### src/rtl/memstore_rmw.sv
// Store formatter for a doubleword memory without byte enables: full stores write
// directly, sub-doubleword stores read-merge-write, and STXR checks the exclusive monitor.
module memstore_rmw #(
  parameter int ADDR_W        = 64,
  parameter int RES_GRAN_LOG2 = 3,
  parameter logic [10:0] OPC_D_STUR  = 11'b11111000000,
  parameter logic [10:0] OPC_D_STURW = 11'b10111000000,
  parameter logic [10:0] OPC_D_STURH = 11'b01111000000,
  parameter logic [10:0] OPC_D_STURB = 11'b00111000000,
  parameter logic [10:0] OPC_D_STXR  = 11'b11001000000
) (
  input  logic              iCLK,
  input  logic              iRST,
  input  logic              iStart,
  input  logic [10:0]       iOpcode,
  input  logic [ADDR_W-1:0] iAddr,
  input  logic [63:0]       iData,
  input  logic              iLdxrValid,
  input  logic [ADDR_W-1:0] iLdxrAddr,
  output logic              oBusy,
  output logic              oDone,
  output logic              oErr,
  output logic              oStatusWe,
  output logic [63:0]       oStatus,
  output logic [ADDR_W-1:0] oMemAddr,
  output logic              oMemRd,
  input  logic [63:0]       iMemRdata,
  input  logic              iMemRvalid,
  output logic              oMemWr,
  output logic [63:0]       oMemWdata,
  input  logic              iMemWack,
  output logic [1:0]        oState
);
  localparam int GRAN_W = ADDR_W - RES_GRAN_LOG2;

  // Memory handshake: oMemRd/oMemWr stay high until iMemRvalid/iMemWack is seen
  // on a rising edge; an ack in the same cycle as the request completes it.
  typedef enum logic [1:0] {S_IDLE, S_RD, S_WR, S_DONE} state_t;
  state_t state, state_next;

  logic [10:0]       op_q;
  logic [ADDR_W-1:0] addr_q;
  logic [63:0]       data_q, wdata_q;
  logic              err_q, stxr_q, fail_q;
  logic              res_valid;
  logic [GRAN_W-1:0] res_gran;

  logic        known, misal, sub, is_stxr, res_match, wr_clear;
  logic [63:0] lane_mask, mask, merged;
  logic [5:0]  shift;

  always_comb begin
    known   = 1'b1;
    misal   = 1'b0;
    sub     = 1'b0;
    is_stxr = 1'b0;
    case (iOpcode)
      OPC_D_STUR:  misal = (iAddr[2:0] != 3'b0);
      OPC_D_STXR:  begin misal = (iAddr[2:0] != 3'b0); is_stxr = 1'b1; end
      OPC_D_STURW: begin misal = (iAddr[1:0] != 2'b0); sub = 1'b1; end
      OPC_D_STURH: begin misal = iAddr[0]; sub = 1'b1; end
      OPC_D_STURB: sub = 1'b1;
      default:     known = 1'b0;
    endcase
    res_match = res_valid && (res_gran == iAddr[ADDR_W-1:RES_GRAN_LOG2]);
  end

  always_comb begin
    lane_mask = '1;
    case (op_q)
      OPC_D_STURB: lane_mask = 64'h0000_0000_0000_00FF;
      OPC_D_STURH: lane_mask = 64'h0000_0000_0000_FFFF;
      OPC_D_STURW: lane_mask = 64'h0000_0000_FFFF_FFFF;
      default:     lane_mask = '1;
    endcase
    shift  = {addr_q[2:0], 3'b000};
    mask   = lane_mask << shift;
    merged = (iMemRdata & ~mask) | ((data_q << shift) & mask);
  end

  always_comb begin
    state_next = state;
    case (state)
      S_IDLE: if (iStart) begin
        if (!known || misal)          state_next = S_DONE;
        else if (is_stxr && !res_match) state_next = S_DONE;
        else if (sub)                 state_next = S_RD;
        else                          state_next = S_WR;
      end
      S_RD:    if (iMemRvalid) state_next = S_WR;
      S_WR:    if (iMemWack)   state_next = S_DONE;
      default: state_next = S_IDLE;
    endcase
  end

  assign wr_clear = (state == S_WR) && iMemWack && res_valid &&
                    (res_gran == addr_q[ADDR_W-1:RES_GRAN_LOG2]);

  always_ff @(posedge iCLK) begin
    if (iRST) begin
      state     <= S_IDLE;
      op_q      <= '0;
      addr_q    <= '0;
      data_q    <= '0;
      wdata_q   <= '0;
      err_q     <= 1'b0;
      stxr_q    <= 1'b0;
      fail_q    <= 1'b0;
      res_valid <= 1'b0;
      res_gran  <= '0;
    end else begin
      state <= state_next;
      if (state == S_IDLE && iStart) begin
        op_q    <= iOpcode;
        addr_q  <= iAddr;
        data_q  <= iData;
        wdata_q <= iData;
        err_q   <= !known || misal;
        stxr_q  <= is_stxr;
        fail_q  <= is_stxr && !res_match;
      end
      if (state == S_RD && iMemRvalid) wdata_q <= merged;
      // A new LDXR takes priority over a write that would clear the monitor.
      if (iLdxrValid) begin
        res_valid <= 1'b1;
        res_gran  <= iLdxrAddr[ADDR_W-1:RES_GRAN_LOG2];
      end else if (wr_clear) begin
        res_valid <= 1'b0;
      end
    end
  end

  assign oState    = state;
  assign oBusy     = (state != S_IDLE);
  assign oDone     = (state == S_DONE);
  assign oErr      = (state == S_DONE) && err_q;
  assign oStatusWe = (state == S_DONE) && stxr_q && !err_q;
  assign oStatus   = {63'b0, (state == S_DONE) && stxr_q && !err_q && fail_q};
  assign oMemAddr  = {addr_q[ADDR_W-1:3], 3'b000};
  assign oMemRd    = (state == S_RD);
  assign oMemWr    = (state == S_WR);
  assign oMemWdata = wdata_q;

endmodule
### config.mk
export PLATFORM = sky130hd
export DESIGN_NAME = memstore_rmw
export DESIGN_NICKNAME = d
export VERILOG_FILES = /design/src/rtl/memstore_rmw.sv
export SDC_FILE = /design/constraint.sdc
export NUM_CORES = 1
export LEC_CHECK = 0
export ABC_AREA = 1
export BUFFER_PORTS_ARGS = -buffer_cell sky130_fd_sc_hd__buf_2
export CAP_MARGIN = 30
export CORE_MARGIN = 2
export CORE_UTILIZATION = 40
export CTS_BUF_LIST = sky130_fd_sc_hd__clkbuf_16
export DETAILED_ROUTE_END_ITERATION = 7
export PLACE_DENSITY_LB_ADDON = 0.05
export SLEW_MARGIN = 20
export SYNTH_ARGS = -nofsm -noshare
export SYNTH_HDL_FRONTEND = slang
export SYNTH_SLANG_ARGS = --single-unit
### constraint.sdc
create_clock -name iCLK -period 3.55 [get_ports iCLK]
set_input_delay 0.1775 -clock iCLK [delete_from_list [all_inputs] [get_ports iCLK]]
set_output_delay 0.1775 -clock iCLK [all_outputs]
set_load 0.03 [all_outputs]
==> results of run 1 <==
## power by group through the flow
stage | registers, mW | logic [mW] | clock network, mW
floorplan | 4.43 | 3.66 | 0
global placement | 4.19 | 5.43 | 0
detailed placement | 4.20 | 5.45 | 0
CTS | 4.14 | 5.66 | 3.19
global route | 4.22 | 6.26 | 3.31
finish | 4.14 | 5.73 | 3.14
## flip-flops by register name, summed over array words and instances (netlist names)
signal,cells
addr_q,64
data_q,64
err_q,1
fail_q,1
oMemWdata,64
oState,2
op_q,11
res_gran,61
res_valid,1
stxr_q,1
## how the worst min path moves through the flow
stage / from / endpoint / cells past startpoint
2_1_floorplan: iAddr[16] / addr_q[16] / 2
3_3_place_gp: iLdxrAddr[25] / res_gran[22] / 3
3_5_place_dp: iLdxrAddr[49] / res_gran[46] / 3
4_1_cts: iMemRdata[17] / oMemWdata[17] / 5
5_1_grt: iMemRdata[41] / oMemWdata[41] / 5
6_report: iMemRdata[31] / oMemWdata[31] / 5
## logic make-up after synthesis
logic type	Yosys count
AO/OA/AOI/OAI	617
AND/OR/NAND/NOR	948
XOR/XNOR	30
flip-flops	270
multiplexers	7
other	1
adder cells (fa/ha/maj)	4
buffers and inverters	433
## per-layer routing
metal | up-vias | global-route usage, % | wire, um | share of wire [%]
met5 | - | 0 | 0 | 0
li1 | 8280 | - | - | -
met4 | 0 | 7.99 | 1440 | 2.3
met1 | 7677 | 43.6 | 29300 | 48
met3 | 88 | 6.75 | 4800 | 7.8
met2 | 682 | 46.6 | 26100 | 42
## worst register-to-register path, cell delays in order, from the launching register on
cell	delay, ps
dfxtp_2	730
inv_4	320
nand3_2	200
nand3_1	540
o21ai_0	490
nand2_1	90
a21oi_1	130
## layout make-up
| class | count | area [um2] |
|---|---|---|
| multi-input cells | 1672 | 7720 |
| clock inverters | 26 | 129 |
| diodes | 2 | 5.00 |
| flip-flops and latches | 270 | 5410 |
| repair buffers | 641 | 4400 |
| well taps | 511 | 639 |
| fillers | 3818 | 17600 |
| clock buffers | 34 | 851 |
| inverters | 184 | 697 |
## metrics by stage
stage	instances	instance area (um2)	hold WS [ps]	utilization, %	setup slack (ps)
after floorplan	2375	15300	305	-	1410
after global placement	3065	16700	398	44.6	968
after detailed placement	3066	16700	409	44.7	1000
after CTS	3337	19800	1.14	53.0	947
after global routing	3339	19800	24.9	53.1	769
final	3340	19800	14.2	53.1	954
## cell usage in the layout (no fill, tap or decap), types with 21 or more instances in the layout
cell type      synthesis  routed
a21oi_1              270     270
o21ai_1               33      33
o22ai_1               21      21
inv_1                173     183
clkbuf_16              0      34
buf_2                 17     402
o21ai_0              264     264
nor2_1               225     225
dlygate4sd3_1          0     211
dfxtp_1              270     269
nand2_1              584     583
nand3_1               90      90
buf_4                132      24
conb_1                 1      66
==> impl_results.md, run 1 <==
* Cells after Synth at ~2300
* P per Cell Area at ~660 nW/um2
* Final hold violation count at 0
* Largest family of logic cells by synthesized area: simple AND/OR/NAND/NOR gates
* Reg2Reg Setup Slack at ~950 ps
* Stages on worst setup path at 6
* Reg-to-Reg End: oMemWdata[8]
* Switching fraction of total power at 45.4%
* Worst path bufs/invs at 1
* Min Tclk post-route at 2600 ps
* Clk_lat worst skew at around 570 ps
* Clock Tree Root: clkbuf_16
* Slew HR at about 34%
* Post-synth top area share at between 30% and 40%
* Critical path data required time at approximately 4000 ps
* Rows at slightly above 70
* Pre-Repair DR Iteration Count at 5
* Post-CTS Resized at 0
* Leading area contributor after synthesis: dfxtp_1
* Status: completed
* Pin count of the biggest net entering global routing at 97
* Total grt overflow at 0
* Pleak at between 9 and 10 nW
* Worst setup path end: oMemWdata[8]
* Post-route antenna net violation count at 0
* CP Cell Sequence: inv_4 -> nand3_2 -> nand3_1 -> o21ai_0 -> nand2_1 -> a21oi_1
* Worst Skew at roughly 37 ps
* Initial antenna violation count at 3
* Total Power at 13.0 mW
* CP Launch Type: flop
* Reg2Reg Depth at 6
* Cell with the most instances after synthesis: nand2_1
* YS warnings at 0
* Crit-path max FO at 33
* Xor/xnor share of the synthesized area at around 1.7%
* Measured slew at the worst slew-check pin at 994 ps
* Pint at 7.10 mW
* Top post-synthesis cells by area: dfxtp_1 36%, nand2_1 15%, a21oi_1 9.0%
* Simple-gate area share of the yosys netlist at between 20% and 30%
* I/O Buffers at just over 400
* Maxcap violations at 0
* Final setup fails at 0
* Crit path from: addr_q[0]
* R2r startpoint: addr_q[0]
* Die Wd at about 200 um
* DIE AREA at 39200 um2
* EDFF count, synth at 0
* # IOs at 473
* First-pass GRT wire length at 91700 um
* Register share of total power at 31.8%
* CP max-delay cell: dfxtp_2
* Clock power frac at roughly a quarter
* CP Capture Type: flop
* RSZ-0062 raised after global routing: no
* Async set or reset register ratio after synthesis at 0%
* H-tree levels at 2
* Die Ht at 198 um
* Layout Area Growth over Synthesis at 31.8%
* Max stage delay on crit path at ~730 ps
* Adder-Cell Fraction of Synth Area at less than 1%
* Fin crit share at ~73%
* Layout cells sized above 1 at a little under a fifth
* Peak supply drop at 0.000502 V
* # clock sinks at between 200 and 300
* Synthesized area per cell at roughly 6.5 um2
* Starting Density at about 40%
* Vias per cell at 5.01
* Hold buffers post-CTS at roughly 210
* Synthesized area at approximately 15000 um2
* Critical path class: reg -> reg
* Pins Over Slew Limit at 0
* Clock Tree Buf Depth at 3
* Sequential area share after synthesis at a little over a third
* F_max at between 300 and 400 MHz
* Ys flop type: dfxtp_1
* Vias at approximately 17000
* Distinct cells, synth at 42
* Iteration-0 DRC Markers at 1217
* Setup TNS at 0 ps
* Remaining DRCs at 0
* Total track usage at about 30%
* Core area at ~37000 um2
* Post-layout nets at roughly 3100
* Area fraction in compound gates after synthesis at a little over a fifth
* Top cells by count, synth: 584 x nand2_1, 270 x a21oi_1, 270 x dfxtp_1, 264 x o21ai_0, 225 x nor2_1
* Kind of cell adding the most delay to the critical path: simple AND/OR/NAND/NOR gates
* CTS tree: built
* Vias in the first global route at 15800
* WL final at between 60000 and 70000 um
* Mux cell area share after synthesis at 0.465%
* Psw at 5.91 mW
* Critical path arrival at just over 3000 ps
* GPL Wtd Cong at roughly 0.93
* Postcts setup bufs at 0
* CTS clk-pin slew, worst paths at approximately 60 ps
* Hold Crit Class: in -> reg
* Drt wl/cell at between 15 and 20 um
* HPWL after detailed placement at around 45000 um
* Comb power frac at a little over two fifths
* Clock buffer count from CTS at 34
* Register bit count reported by yosys at 270
Note: power is estimated with default switching activity, not from simulation.
==> inputs of run 2 (changes only) <==
==> constraint.sdc (replaced) <==
create_clock -name iCLK -period 2.5 [get_ports iCLK]
set_input_delay 0.125 -clock iCLK [delete_from_list [all_inputs] [get_ports iCLK]]
set_output_delay 0.125 -clock iCLK [all_outputs]
set_load 0.03 [all_outputs]
==> run 2 against run 1 <==
  * Maximum frequency rose by 26%
  * Clock power rose by 32%
  * Wire length rose by 1.2%
  * Power rose by 41%
  * First-iteration DRC count fell by 0.41%
  * Highest routed layer unchanged
  * Via count rose by 2.2%
  * Largest power group unchanged
  * Sequential power rose by 42%
  * Design area rose by 2.7%
  * Final cell count rose by 1.6%
  * Utilization rose by 1.4 points
==> impl_results.md, run 2 (synthesis results as in run 1) <==
* Status: completed
* Hold Crit Class: in -> reg
* Setup TNS at 0 ps (unchanged)
* Clock buffer count from CTS at 30 (-12%)
* Most frequent cells in the layout: 583 x nand2_1, 402 x buf_2, 270 x a21oi_1, 269 x dfxtp_1, 264 x o21ai_0
* CP Launch Type: flop
* Min Tclk post-route at 2070 ps (-530 ps)
* P per Cell Area at 902 nW/um2 (+38%)
* CP Cell Sequence: buf_12 -> buf_4 -> nand3_1 -> nand2_1 -> nand2_4 -> nand3_1 -> nand2_1 -> o21ai_1 -> a21oi_1
* H-tree levels at 1 (-1)
* Post-route antenna net violation count at 0 (unchanged)
* Clk_lat worst skew at 570 ps (about the same)
* WL final at 62400 um (+1.2%)
* Critical path data required time at 2920 ps (-1110 ps)
* CTS tree: built
* Total track usage at 30.9% (+0.24 points)
* Pins Over Slew Limit at 0 (unchanged)
* F_max at 484 MHz (+26%)
* CP max-delay cell: dfxtp_2
* Postcts setup bufs at 0 (unchanged)
* Critical path arrival at 2480 ps (-590 ps)
* Core area at 37400 um2 (unchanged)
* HPWL after detailed placement at 45800 um (+0.73%)
* First-pass GRT wire length at 93400 um (+1.9%)
* Clock Tree Buf Depth at 3 (unchanged)
* Final hold violation count at 0 (unchanged)
* Max stage delay on crit path at 370 ps (-360 ps)
* CP Capture Type: flop
* I/O Buffers at 403 (unchanged)
* Measured slew at the worst slew-check pin at 865 ps (-129 ps)
* Layout Area Growth over Synthesis at 35.3%
* Die Ht at 198 um (unchanged)
* Worst Skew at 12.9 ps (-24.0 ps)
* Most common cell after layout, fill and taps aside: nand2_1
* Total grt overflow at 0 (unchanged)
* Total Power at 18.4 mW (+41%)
* Iteration-0 DRC Markers at 1212 (-0.41%)
* Post-layout nets at 3136 (+1.8%)
* Critical path class: reg -> reg
* Final Core Density at 54.5% (+1.4 points)
* RSZ-0062 raised after global routing: no
* Pin count of the biggest net entering global routing at 131 (+35%)
* Kind of cell adding the most delay to the critical path: simple AND/OR/NAND/NOR gates
* Fillers at 3758 (-1.6%)
* # clock sinks at 270 (unchanged)
* Hold buffers post-CTS at 258 (+22%)
* Reg2Reg Depth at 9 (+3)
* Die Wd at 198 um (unchanged)
* Final setup fails at 0 (unchanged)
* Clock Tree Root: clkbuf_16
* Pleak at 9.38 nW (+2.4%)
* Vias in the first global route at 16100 (+2.2%)
* Vias at 17100 (+2.2%)
* CTS clk-pin slew, worst paths at 60 ps (about the same)
* # IOs at 473 (unchanged)
* Drt wl/cell at 18.4 um (-0.41%)
* GPL Wtd Cong at 0.938 (+0.95%)
* Vias per cell at 5.04 (+0.57%)
* Peak supply drop at 0.000765 V (+52%)
* Maxcap violations at 0 (unchanged)
* Initial antenna violation count at 3 (unchanged)
* Slew HR at 42.3% (+8.6 points)
* Pre-Repair DR Iteration Count at 5 (unchanged)
* Worst path bufs/invs at 2 (+1)
* Stages on worst setup path at 9 (+3)
* DIE AREA at 39200 um2 (unchanged)
* Fin crit share at 82.6% (+9.5 points)
* Crit-path max FO at 58 (+76%)
* Layout cells sized above 1 at 18.5% (-0.099 points)
* Starting Density at 40.3% (unchanged)
* Post-CTS Resized at 0 (unchanged)
* Worst hold stages at 5 (unchanged)
* Remaining DRCs at 0 (unchanged)
* Rows at 71 (unchanged)
==> run 2: final cells by class <==
| cell class | count | area [um2] | share of cell area, % |
|---|---|---|---|
| multi-input cells | 1672 | 7720 | 37.9 |
| flip-flops and latches | 270 | 5410 | 26.5 |
| repair buffers | 701 | 5010 | 24.6 |
| clock buffers | 31 | 776 | 3.81 |
| inverters | 184 | 697 | 3.42 |
| well taps | 511 | 639 | 3.14 |
| clock inverters | 22 | 113 | 0.553 |
| diodes | 3 | 7.51 | 0.0369 |
==> run 2: stage by stage <==
stage / setup WS [ps] / hold WS, ps / instance area (um2) / cells
2_1_floorplan: 356 / 253 / 15300 / 2375
3_3_place_gp: 485 / 349 / 16900 / 3080
3_5_place_dp: 475 / 352 / 16900 / 3080
4_1_cts: 454 / 4.45 / 20400 / 3391
5_1_grt: 222 / 4.39 / 20400 / 3394
6_report: 434 / 10.4 / 20400 / 3394
==> run 2: worst reg2reg max path, cell delays in order, from the launching register on <==
cell,delay (ps)
dfxtp_2,370
buf_12,260
buf_4,310
nand3_1,150
nand2_1,170
nand2_4,130
nand3_1,120
nand2_1,110
o21ai_1,220
a21oi_1,90
==> run 2: where the power goes <==
part	total (mW)	switching (mW)	internal (mW)
Combinational	8.38	5.77	2.61
Clock	4.14	1.83	2.31
Sequential	5.86	0.681	5.18
==> run 2: routing by layer <==
layer / vias to the layer above / track usage (%) / part of all wire (%) / wire [um]
met4: 0 / 8.69 / 2.8 / 1730
li1: 8401 / - / - / -
met2: 729 / 47.3 / 43 / 26500
met1: 7870 / 44.2 / 47 / 29300
met3: 95 / 5.59 / 7.8 / 4860
met5: - / 0 / 0 / 0
==> run 2: path summary, 6_finish.rpt <==
| path | start | to | slack [ps] |
|---|---|---|---|
| hold reg to reg | res_valid | res_valid | 460 |
| setup / recovery | addr_q[0] | oMemWdata[32] | 430 |
| setup reg to reg | addr_q[0] | oMemWdata[32] | 430 |
| hold / removal | iMemRdata[8] | oMemWdata[8] | 10 |
==> inputs of run 3 (changes only) <==
==> constraint.sdc (replaced) <==
create_clock -name iCLK -period 2 [get_ports iCLK]
set_input_delay 0.1 -clock iCLK [delete_from_list [all_inputs] [get_ports iCLK]]
set_output_delay 0.1 -clock iCLK [all_outputs]
set_load 0.03 [all_outputs]
==> run 3 against run 2 <==
  * Die area unchanged
  * Non-clock buffer count up 56
  * Worst setup slack worse by 330 ps
  * Register-to-register slack worse by 330 ps
  * Clock-buffer cell count unchanged
  * Critical path depth up 1
  * Maximum frequency up 9.0%
  * Design area up 3.1%
  * Largest cell class unchanged
==> impl_results.md, run 3 (synthesis results as in run 1) <==
* Status: completed
* CTS clk-pin slew, worst paths at 60 ps (about the same)
* Clock Tree Buf Depth at 3 (unchanged)
* Drt wl/cell at 18.4 um (-0.16%)
* Measured slew at the worst slew-check pin at 679 ps (-186 ps)
* Critical path arrival at 2330 ps (-150 ps)
* First-pass GRT wire length at 93700 um (+0.41%)
* CP Capture Type: flop
* Starting Density at 40.3% (unchanged)
* RSZ-0062 raised after global routing: no
* Total track usage at 31.1% (+0.24 points)
* Layout Area Growth over Synthesis at 39.5%
* Final hold violation count at 0 (unchanged)
* Postcts setup bufs at 0 (unchanged)
* Comb power frac at 46.8% (+1.2 points)
* Layout cells sized above 1 at 19.8% (+1.3 points)
* Iteration-0 DRC Markers at 1283 (+5.9%)
* Initial antenna violation count at 4 (+1)
* Most common cell after layout, fill and taps aside: nand2_1
* # IOs at 473 (unchanged)
* Hold Slack at 20.0 ps (+9.56 ps)
* Max stage delay on crit path at 390 ps (+20 ps)
* P per Cell Area at 1130 nW/um2 (+25%)
* Critical path class: reg -> reg
* CP max-delay cell: dfxtp_1
* DIE AREA at 39200 um2 (unchanged)
* Remaining DRCs at 0 (unchanged)
* Post-route antenna net violation count at 0 (unchanged)
* Clock buffer count from CTS at 31 (+3.3%)
* Pleak at 9.70 nW (+3.4%)
* Placed cell area at 17300 um2 (+2.3%)
* Register share of total power at 31.0% (-0.9 points)
* CP Launch Type: flop
* Vias per cell at 5.02 (-0.26%)
* Core area at 37400 um2 (unchanged)
* HPWL after detailed placement at 46000 um (+0.60%)
* Clk_lat worst skew at 580 ps (about the same)
* Clock Tree Root: clkbuf_16
* Clock power frac at 22.2% (-0.3 points)
* H-tree levels at 1 (unchanged)
* CTS tree: built
* Psw at 10.6 mW (+28%)
* Peak supply drop at 0.000814 V (+6.4%)
* Final setup fails at 0 (unchanged)
* Post-layout nets at 3193 (+1.8%)
* Min Tclk post-route at 1900 ps (-170 ps)
* Die Wd at 198 um (unchanged)
* # clock sinks at 270 (unchanged)
* Worst Skew at 10.8 ps (-2.17 ps)
* Rows at 71 (unchanged)
* WL final at 63300 um (+1.5%)
* Most frequent cells in the layout: 582 x nand2_1, 401 x buf_2, 276 x dlygate4sd3_1, 270 x a21oi_1, 268 x dfxtp_1
* Maxcap violations at 0 (unchanged)
* Vias in the first global route at 16100 (+0.056%)
* Pins Over Slew Limit at 0 (unchanged)
* Crit-path max FO at 40 (-31%)
* Vias at 17300 (+1.4%)
* CP Cell Sequence: buf_12 -> nor2_1 -> inv_1 -> nor2_1 -> nor2_4 -> nand2_4 -> nand2_4 -> nor2_2 -> o21ai_1 -> a21oi_1
* Pin count of the biggest net entering global routing at 141 (+7.6%)
* F_max at 527 MHz (+9.0%)
* Total Power at 23.7 mW (+29%)
* Pre-Repair DR Iteration Count at 6 (+1)
* Slew HR at 54.8% (+12 points)
* Switching fraction of total power at 44.7% (-0.39 points)
* Critical path data required time at 2440 ps (-480 ps)
* Fin crit share at 94.8% (+12 points)
* Hold Crit Class: in -> reg
* GPL Wtd Cong at 0.946 (+0.82%)
* Reg2Reg Setup Slack at 100 ps (-330 ps)
* Die Ht at 198 um (unchanged)
* Fin area at 21000 um2 (+3.1%)
* Final Core Density at 56.2% (+1.7 points)
* Pint at 13.1 mW (+30%)
* I/O Buffers at 403 (unchanged)
* Total grt overflow at 0 (unchanged)
[run 3: cell count changes in the layout (fill, tap and decap cells not counted), sizes merged]
cell         previous run  this run
buf                   443       481
dlygate4sd3           258       276
clkinv                 14        16
diode                   3         2
inv                   191       190
[run 3: layout make-up]
| type | count | area, um2 |
|---|---|---|
| Clock buffer | 31 | 776 |
| Clock inverter | 23 | 131 |
| Antenna cell | 2 | 5.00 |
| Sequential cell | 270 | 5410 |
| Tap cell | 511 | 639 |
| Multi-Input combinational cell | 1672 | 7760 |
| Inverter | 184 | 707 |
| Fill cell | 3707 | 16400 |
| Timing Repair Buffer | 757 | 5580 |
[run 3: critical path, delay by kind of cell, from the launching register on]
kind            cells  cell delay (ps)
simple gates        6              740
flops               1              390
compound gates      2              270
buf+inv             2              350
[run 3: through the flow]
stage | setup TNS, ps | setup slack, ps | std cells
6_report | 0 | 104 | 3450
5_1_grt | 0 | 2.75 | 3450
4_1_cts | 0 | 27.8 | 3448
3_5_place_dp | -131 | -86.1 | 3118
3_3_place_gp | -203 | -119 | 3118
2_1_floorplan | 0 | 6.50 | 2375
[run 3: layer usage]
metal / up-vias / global-route usage [%] / share of wire [%] / routed length (um)
met4: 2 / 9.33 / 2.9 / 1840
met5: - / 0 / 0.021 / 13
met1: 7966 / 45.6 / 47 / 29900
met2: 756 / 46.4 / 42 / 26600
li1: 8506 / - / - / -
met3: 102 / 5.33 / 7.9 / 5010
[run 3: path summary, 6_finish.rpt]
kind | start | endpoint | depth (start not counted)
min | iMemRdata[8] | oMemWdata[8] | 5
min reg2reg | oMemWdata[20] | oMemWdata[20] | 2
max reg2reg | addr_q[1] | oMemWdata[35] | 10
max | addr_q[1] | oMemWdata[35] | 10
[run 3: power by group through the flow]
stage	registers, mW	clock network, mW	logic [mW]
2_1_floorplan	7.87	0	6.50
3_3_place_gp	7.40	0	10.4
3_5_place_dp	7.42	0	10.5
4_1_cts	7.32	5.34	10.9
5_1_grt	7.46	5.53	12.1
6_report	7.35	5.25	11.1
[run 3: timing repair]
action	4_1_cts	5_1_grt
endpoints found under the hold margin	267	0
setup endpoints to repair	3	26
hold buffers	276	0
pin swaps	0	2
gates resized for setup	2	16
